--- src/rtl/ps2_pkg.sv ---
// Shared PS/2 definitions: device response and command bytes, host FSM state
// encoding and the frame parity helper.
package ps2_pkg;

  localparam logic [7:0] PS2_ACK     = 8'hFA;
  localparam logic [7:0] PS2_RESEND  = 8'hFE;
  localparam logic [7:0] PS2_SET_LED = 8'hED;
  localparam logic [7:0] PS2_RESET   = 8'hFF;

  localparam logic [2:0] IDLE    = 3'd0;
  localparam logic [2:0] INHIBIT = 3'd1;
  localparam logic [2:0] RTS     = 3'd2;
  localparam logic [2:0] TX      = 3'd3;
  localparam logic [2:0] ACK     = 3'd4;
  localparam logic [2:0] RESP    = 3'd5;

  // PS/2 frames carry odd parity over the eight data bits
  function automatic logic odd_parity(input logic [7:0] b);
    return ~^b;
  endfunction

endpackage

--- src/rtl/ps2_line_sync.sv ---
// Two-flop synchronizer for the raw PS/2 clock and data lines, plus a
// one-cycle pulse on each synchronized falling edge of the clock line.
module ps2_line_sync (
  input  logic CLK50MHZ,
  input  logic RST,
  input  logic ps2_clk,
  input  logic ps2_data,
  output logic data_sync,
  output logic clk_neg
);

  logic [1:0] clk_ff;
  logic [1:0] data_ff;
  logic       clk_prev;

  // Idle PS/2 lines float high, so reset to 1 to avoid a false edge
  always_ff @(posedge CLK50MHZ) begin
    if (RST) begin
      clk_ff   <= 2'b11;
      data_ff  <= 2'b11;
      clk_prev <= 1'b1;
    end else begin
      clk_ff   <= {clk_ff[0], ps2_clk};
      data_ff  <= {data_ff[0], ps2_data};
      clk_prev <= clk_ff[1];
    end
  end

  assign data_sync = data_ff[1];
  assign clk_neg   = clk_prev & ~clk_ff[1];

endmodule

--- src/rtl/ps2_host_ctrl.sv ---
// PS/2 host controller: sends command bytes to the keyboard and forwards
// scancodes while idle. Define PS2_CMD_RETRY_EN to resend on FE/timeout/no-ACK.
module ps2_host_ctrl
  import ps2_pkg::*;
#(
  parameter int INHIBIT_CYCLES = 5000,
  parameter int TIMEOUT_CYCLES = 1000000,
  parameter int RETRIES        = 2
) (
  input  logic       CLK50MHZ,
  input  logic       RST,
  input  logic       ps2_clk,
  input  logic       ps2_data,
  output logic       ps2_clk_oe,
  output logic       ps2_data_oe,
  input  logic       cmd_valid,
  input  logic [7:0] cmd_byte,
  output logic       cmd_ready,
  input  logic [7:0] rx_scancode,
  input  logic       rx_ready,
  output logic [7:0] key_code,
  output logic       key_valid,
  output logic       done,
  output logic       err,
  output logic       busy
);

  localparam int IW = $clog2(INHIBIT_CYCLES + 1);
  localparam int TW = $clog2(TIMEOUT_CYCLES + 1);

  logic [2:0]    state;
  logic [7:0]    cmd_reg;
  logic          parity;
  logic [3:0]    bitcnt;
  logic [IW-1:0] inh_cnt;
  logic [TW-1:0] tmo_cnt;
  logic          data_sync;
  logic          clk_neg;
  logic          accept;
  logic          timeout;
  logic          ack_fail;
  logic          resp_fe;
  logic          resp_fa;
  logic          fail;
  logic          retry;

  ps2_line_sync u_line_sync (
    .CLK50MHZ  (CLK50MHZ),
    .RST       (RST),
    .ps2_clk   (ps2_clk),
    .ps2_data  (ps2_data),
    .data_sync (data_sync),
    .clk_neg   (clk_neg)
  );

  assign cmd_ready = (state == IDLE);
  assign busy      = (state != IDLE);
  assign accept    = cmd_valid & cmd_ready;

  // A timeout outranks a same-cycle FA so done and err never both fire
  assign timeout  = (state != IDLE) && (tmo_cnt == TW'(TIMEOUT_CYCLES - 1));
  assign ack_fail = (state == ACK) && clk_neg && data_sync;
  assign resp_fe  = (state == RESP) && rx_ready && (rx_scancode == PS2_RESEND);
  assign resp_fa  = (state == RESP) && rx_ready && (rx_scancode == PS2_ACK) && !timeout;
  assign fail     = timeout | ack_fail | resp_fe;

`ifdef PS2_CMD_RETRY_EN
  localparam int RW = $clog2(RETRIES + 2);
  logic [RW-1:0] retry_cnt;

  assign retry = fail && (retry_cnt < RW'(RETRIES));

  always_ff @(posedge CLK50MHZ) begin
    if (RST)        retry_cnt <= '0;
    else if (accept) retry_cnt <= '0;
    else if (retry)  retry_cnt <= retry_cnt + 1'b1;
  end
`else
  logic unused_retries;
  assign unused_retries = ^RETRIES;
  assign retry          = 1'b0;
`endif

  // Command sequencer; clk_oe rises on acceptance so it is low-held for
  // exactly INHIBIT_CYCLES before the one-cycle RTS with data pulled low
  always_ff @(posedge CLK50MHZ) begin
    if (RST) begin
      state       <= IDLE;
      ps2_clk_oe  <= 1'b0;
      ps2_data_oe <= 1'b0;
      key_code    <= 8'h00;
      key_valid   <= 1'b0;
      done        <= 1'b0;
      err         <= 1'b0;
      cmd_reg     <= 8'h00;
      parity      <= 1'b0;
      bitcnt      <= 4'd0;
      inh_cnt     <= '0;
      tmo_cnt     <= '0;
    end else begin
      key_valid <= 1'b0;
      done      <= 1'b0;
      err       <= 1'b0;
      if (state != IDLE) tmo_cnt <= tmo_cnt + 1'b1;

      case (state)
        IDLE: begin
          if (rx_ready) begin
            key_code  <= rx_scancode;
            key_valid <= 1'b1;
          end
          if (accept) begin
            cmd_reg    <= cmd_byte;
            parity     <= odd_parity(cmd_byte);
            inh_cnt    <= '0;
            tmo_cnt    <= '0;
            ps2_clk_oe <= 1'b1;
            state      <= INHIBIT;
          end
        end
        INHIBIT: begin
          if (inh_cnt == IW'(INHIBIT_CYCLES - 1)) begin
            ps2_clk_oe  <= 1'b0;
            ps2_data_oe <= 1'b1;
            state       <= RTS;
          end else begin
            inh_cnt <= inh_cnt + 1'b1;
          end
        end
        RTS: begin
          bitcnt <= 4'd0;
          state  <= TX;
        end
        TX: begin
          if (clk_neg) begin
            bitcnt <= bitcnt + 4'd1;
            if (bitcnt < 4'd8) begin
              ps2_data_oe <= ~cmd_reg[bitcnt[2:0]];
            end else if (bitcnt == 4'd8) begin
              ps2_data_oe <= ~parity;
            end else begin
              ps2_data_oe <= 1'b0;
              state       <= ACK;
            end
          end
        end
        ACK: begin
          if (clk_neg && !data_sync) state <= RESP;
        end
        RESP: begin
          if (resp_fa) begin
            done  <= 1'b1;
            state <= IDLE;
          end
        end
        default: state <= IDLE;
      endcase

      if (fail) begin
        ps2_data_oe <= 1'b0;
        inh_cnt     <= '0;
        tmo_cnt     <= '0;
        if (retry) begin
          ps2_clk_oe <= 1'b1;
          state      <= INHIBIT;
        end else begin
          ps2_clk_oe <= 1'b0;
          err        <= 1'b1;
          state      <= IDLE;
        end
      end
    end
  end

endmodule

--- config.mk ---
export PLATFORM = sky130hd
export DESIGN_NAME = ps2_host_ctrl
export DESIGN_NICKNAME = d
export VERILOG_FILES = /design/src/rtl/ps2_pkg.sv /design/src/rtl/ps2_line_sync.sv /design/src/rtl/ps2_host_ctrl.sv
export SDC_FILE = /design/constraint.sdc
export NUM_CORES = 1
export LEC_CHECK = 0
export BUFFER_PORTS_ARGS = -buffer_cell sky130_fd_sc_hd__buf_2
export CAP_MARGIN = 20
export CORE_AREA = 5 5 87 89
export CTS_CLUSTER_DIAMETER = 60
export DETAILED_ROUTE_END_ITERATION = 16
export DIE_AREA = 0 0 92 94
export HOLD_SLACK_MARGIN = 0.12
export PLACE_DENSITY_LB_ADDON = 0.25
export SYNTH_ARGS = -nofsm -noshare
export SYNTH_HDL_FRONTEND = slang
export SYNTH_SLANG_ARGS = --single-unit
--- constraint.sdc ---
create_clock -name CLK50MHZ -period 2.7 [get_ports CLK50MHZ]
set_clock_uncertainty 0.05 [all_clocks]
set_input_delay 0.27 -clock CLK50MHZ [delete_from_list [all_inputs] [get_ports CLK50MHZ]]
set_output_delay 0.27 -clock CLK50MHZ [all_outputs]
set_load 0.01 [all_outputs]
==> metrics.txt <==
drt pass-1 iters=4; ANT cells=0; synth top area cells=dfxtp_1, nand2_1, nor2_1; Worst VDD drop=slightly below 0.0004 V; DIE HEIGHT=approximately 94 um; number of synthesized flops with an enable pin=0; CTS Sinks=67; routed len/inst=between 10 and 15 um; initial antenna violation count=0; root buf cell=clkbuf_8; Finish-stage setup viols=0; Tmin final=around 2.1 ns; startpoint types=flip-flop; Worst-path clk slew=approximately 0.07 ns; Starting Density=approximately half; # fillers=slightly above 600; Req. time, crit path=roughly 2.9 ns; Pleak=around 1.4 nW; syn_nets=just under 400; total area of sequential cells=0.001341 mm^2; pin count of the biggest net entering global routing=31; crit-path cells=nor3_4 > nand2_1 > nand3_4 > nor2_1; vias in the first global route=approximately 2600; DRC viols=0; worst-skew pair later-pin latency=0.34 ns; Port Buffer Count=36; drt total wl=between 6000 and 7000 um; Synth cell types=60; Ports=37; Buf/Inv on CP=0; HP Class=in2reg; period utilization=about four fifths; Arrival @ worst endpoint=around 2.3 ns; Max Freq=0.4684 GHz; share of cells above drive strength 1=19.85%; Layout Nets=between 400 and 500; hold slack=0.1331 ns; Biggest register=tmo_cnt; DRT antenna net count=0; setup TNS=0 ns; post-synth top area cell=dfxtp_1; initial DRC count=126; CTS max path bufs=2; post-route cell area=roughly 0.0037 mm^2; Worst setup EP type=flip-flop; final worst slack=between 0.5 and 0.6 ns; Post-Place Worst Slack=between 0.5 and 0.6 ns; unrepaired setup endpoints after global routing=false; GPL Wtd Cong=0.8133; dpl hpwl=between 4000 and 5000 um; CTS tree=built; most common cell in the netlist=dfxtp_1; Largest regs=tmo_cnt x20, inh_cnt x13; final hold violation count=0; die area=0.008648 mm^2; outcome=finished, final reports clean; Synthesis Warnings=0; routed vias/inst=about 5.5; CP peak stage delay=between 0.5 and 0.6 ns; total number of vias=approximately 2700; CP max stage cell=dfxtp_1; post-layout util=a little under three fifths; H-tree depth=3; Die X-Extent=92 um; Post-Synthesis Cell Area=0.003247 mm^2; Worst path top cell family by delay=simple AND/OR/NAND/NOR gates; post-synthesis sequential area ratio=41.31%; first-pass GRT wire length=11830 um; Post-synth ARST share=0%; Synth Flop Type=dfxtp_1; PD cells=around 620 mW/mm^2; Area Overhead vs Synth=14.76%; cells after synthesis=372; max-cap violations=0; GR Util All Layers=between 10% and 20%; Rows=30; post-CTS setup repair buffer count=0; WS Path Type=reg2reg; Syn Area/Cell=8.728 um^2; CP max FO=19; Worst Tran Pin Value=0.6988 ns; Max-slew headroom=53.35%; share of the synthesized area in the top cell type=41.31%; Area after DPL=roughly 0.0034 mm^2; CTS buffer count=9; Multi-input gate area=0.001802 mm^2; global route overflow=0; max-slew violations=0; Yosys reg bits=67; core region area=about 0.0067 mm^2; max FFs per register=20; commonest cells in the synthesized netlist=dfxtp_1, nand2_1, nor2_1; post-CTS sizing=0
## worst register-to-register path: stages (launching register included)
cell and delay [ns]:
dfxtp_1 0.53, nor3_4 0.43, nand2_1 0.50, nand3_4 0.42, nor2_1 0.09
## path summary, 6_finish.rpt
kind	from	end	slack, ns	cells after the start
max	state[0]$_SDFFE_PP0P_	inh_cnt[3]$_SDFFE_PP0P_	0.57	4
min	cmd_byte[1]	cmd_reg[1]$_SDFFE_PP0P_	0.13	3
max reg2reg	state[0]$_SDFFE_PP0P_	inh_cnt[3]$_SDFFE_PP0P_	0.57	4
min reg2reg	u_line_sync.data_ff[0]$_SDFF_PP1_	u_line_sync.data_ff[1]$_SDFF_PP1_	0.36	1
## cell usage in the layout (no fill, tap or decap), types with 3 or more instances in the layout
cell,synthesis,layout
buf_2,2,36
clkbuf_8,0,9
mux2_2,5,5
nor2_1,47,47
nand2b_1,6,6
a21oi_1,28,28
and3_1,4,4
a21oi_2,3,3
xor2_1,16,16
dlygate4sd3_1,0,4
a22oi_1,3,3
o21ai_0,5,5
nor4_4,3,3
nor3_1,6,6
dfxtp_1,67,67
nand2_1,56,56
and2_1,3,3
nand4_1,14,14
mux2_1,3,3
or2_2,6,6
ha_1,4,4
xnor2_1,9,9
nand4b_1,3,3
inv_1,6,6
bufinv_16,0,3
nand3_1,17,17
## metrics by stage
step                      total power, mW  std cells
final                               2.296        493
after global placement              1.307        473
after CTS                           2.323        493
after global routing                2.401        493
after floorplan                     1.242        372
after detailed placement            1.314        473
## timing repair
action                                  4_1_cts  5_1_grt
hold endpoints to repair                      4        0
hold buffers                                  4        0
endpoints found under the setup margin        0        0
## routing by layer
| layer | wire [um] | track usage, % | vias up |
|---|---|---|---|
| met1 | 3044 | 21.13 | 1274 |
| met4 | 216 | 9.282 | 0 |
| met5 | 0 | 0 | - |
| li1 | - | - | 1376 |
| met3 | 313 | 3.285 | 16 |
| met2 | 3279 | 27.68 | 59 |
## power breakdown
| part | switching (mW) | internal, mW | total (mW) |
|---|---|---|---|
| combinational | 0.141 | 0.0946 | 0.235 |
| sequential | 0.0340 | 1.02 | 1.06 |
| clock | 0.385 | 0.617 | 1.00 |
## logic make-up after synthesis
group,after synthesis,share of synthesized area [%]
AO/OA/AOI/OAI,53,10.56
XOR/XNOR,25,6.744
adder cells (fa/ha/maj),4,1.541
buffers and inverters,21,3.198
flip-flops,67,41.31
multiplexers,11,4.470
AND/OR/NAND/NOR,191,32.18
## area by class of cell
| type | instances | area share (%) |
|---|---|---|
| well taps | 80 | 2.686 |
| inverters | 6 | 0.6044 |
| flip-flops and latches | 67 | 36.00 |
| multi-input cells | 284 | 48.35 |
| repair buffers | 40 | 5.910 |
| clock buffers | 10 | 3.425 |
| clock inverters | 6 | 3.022 |
(Power assumes the default switching activity.)
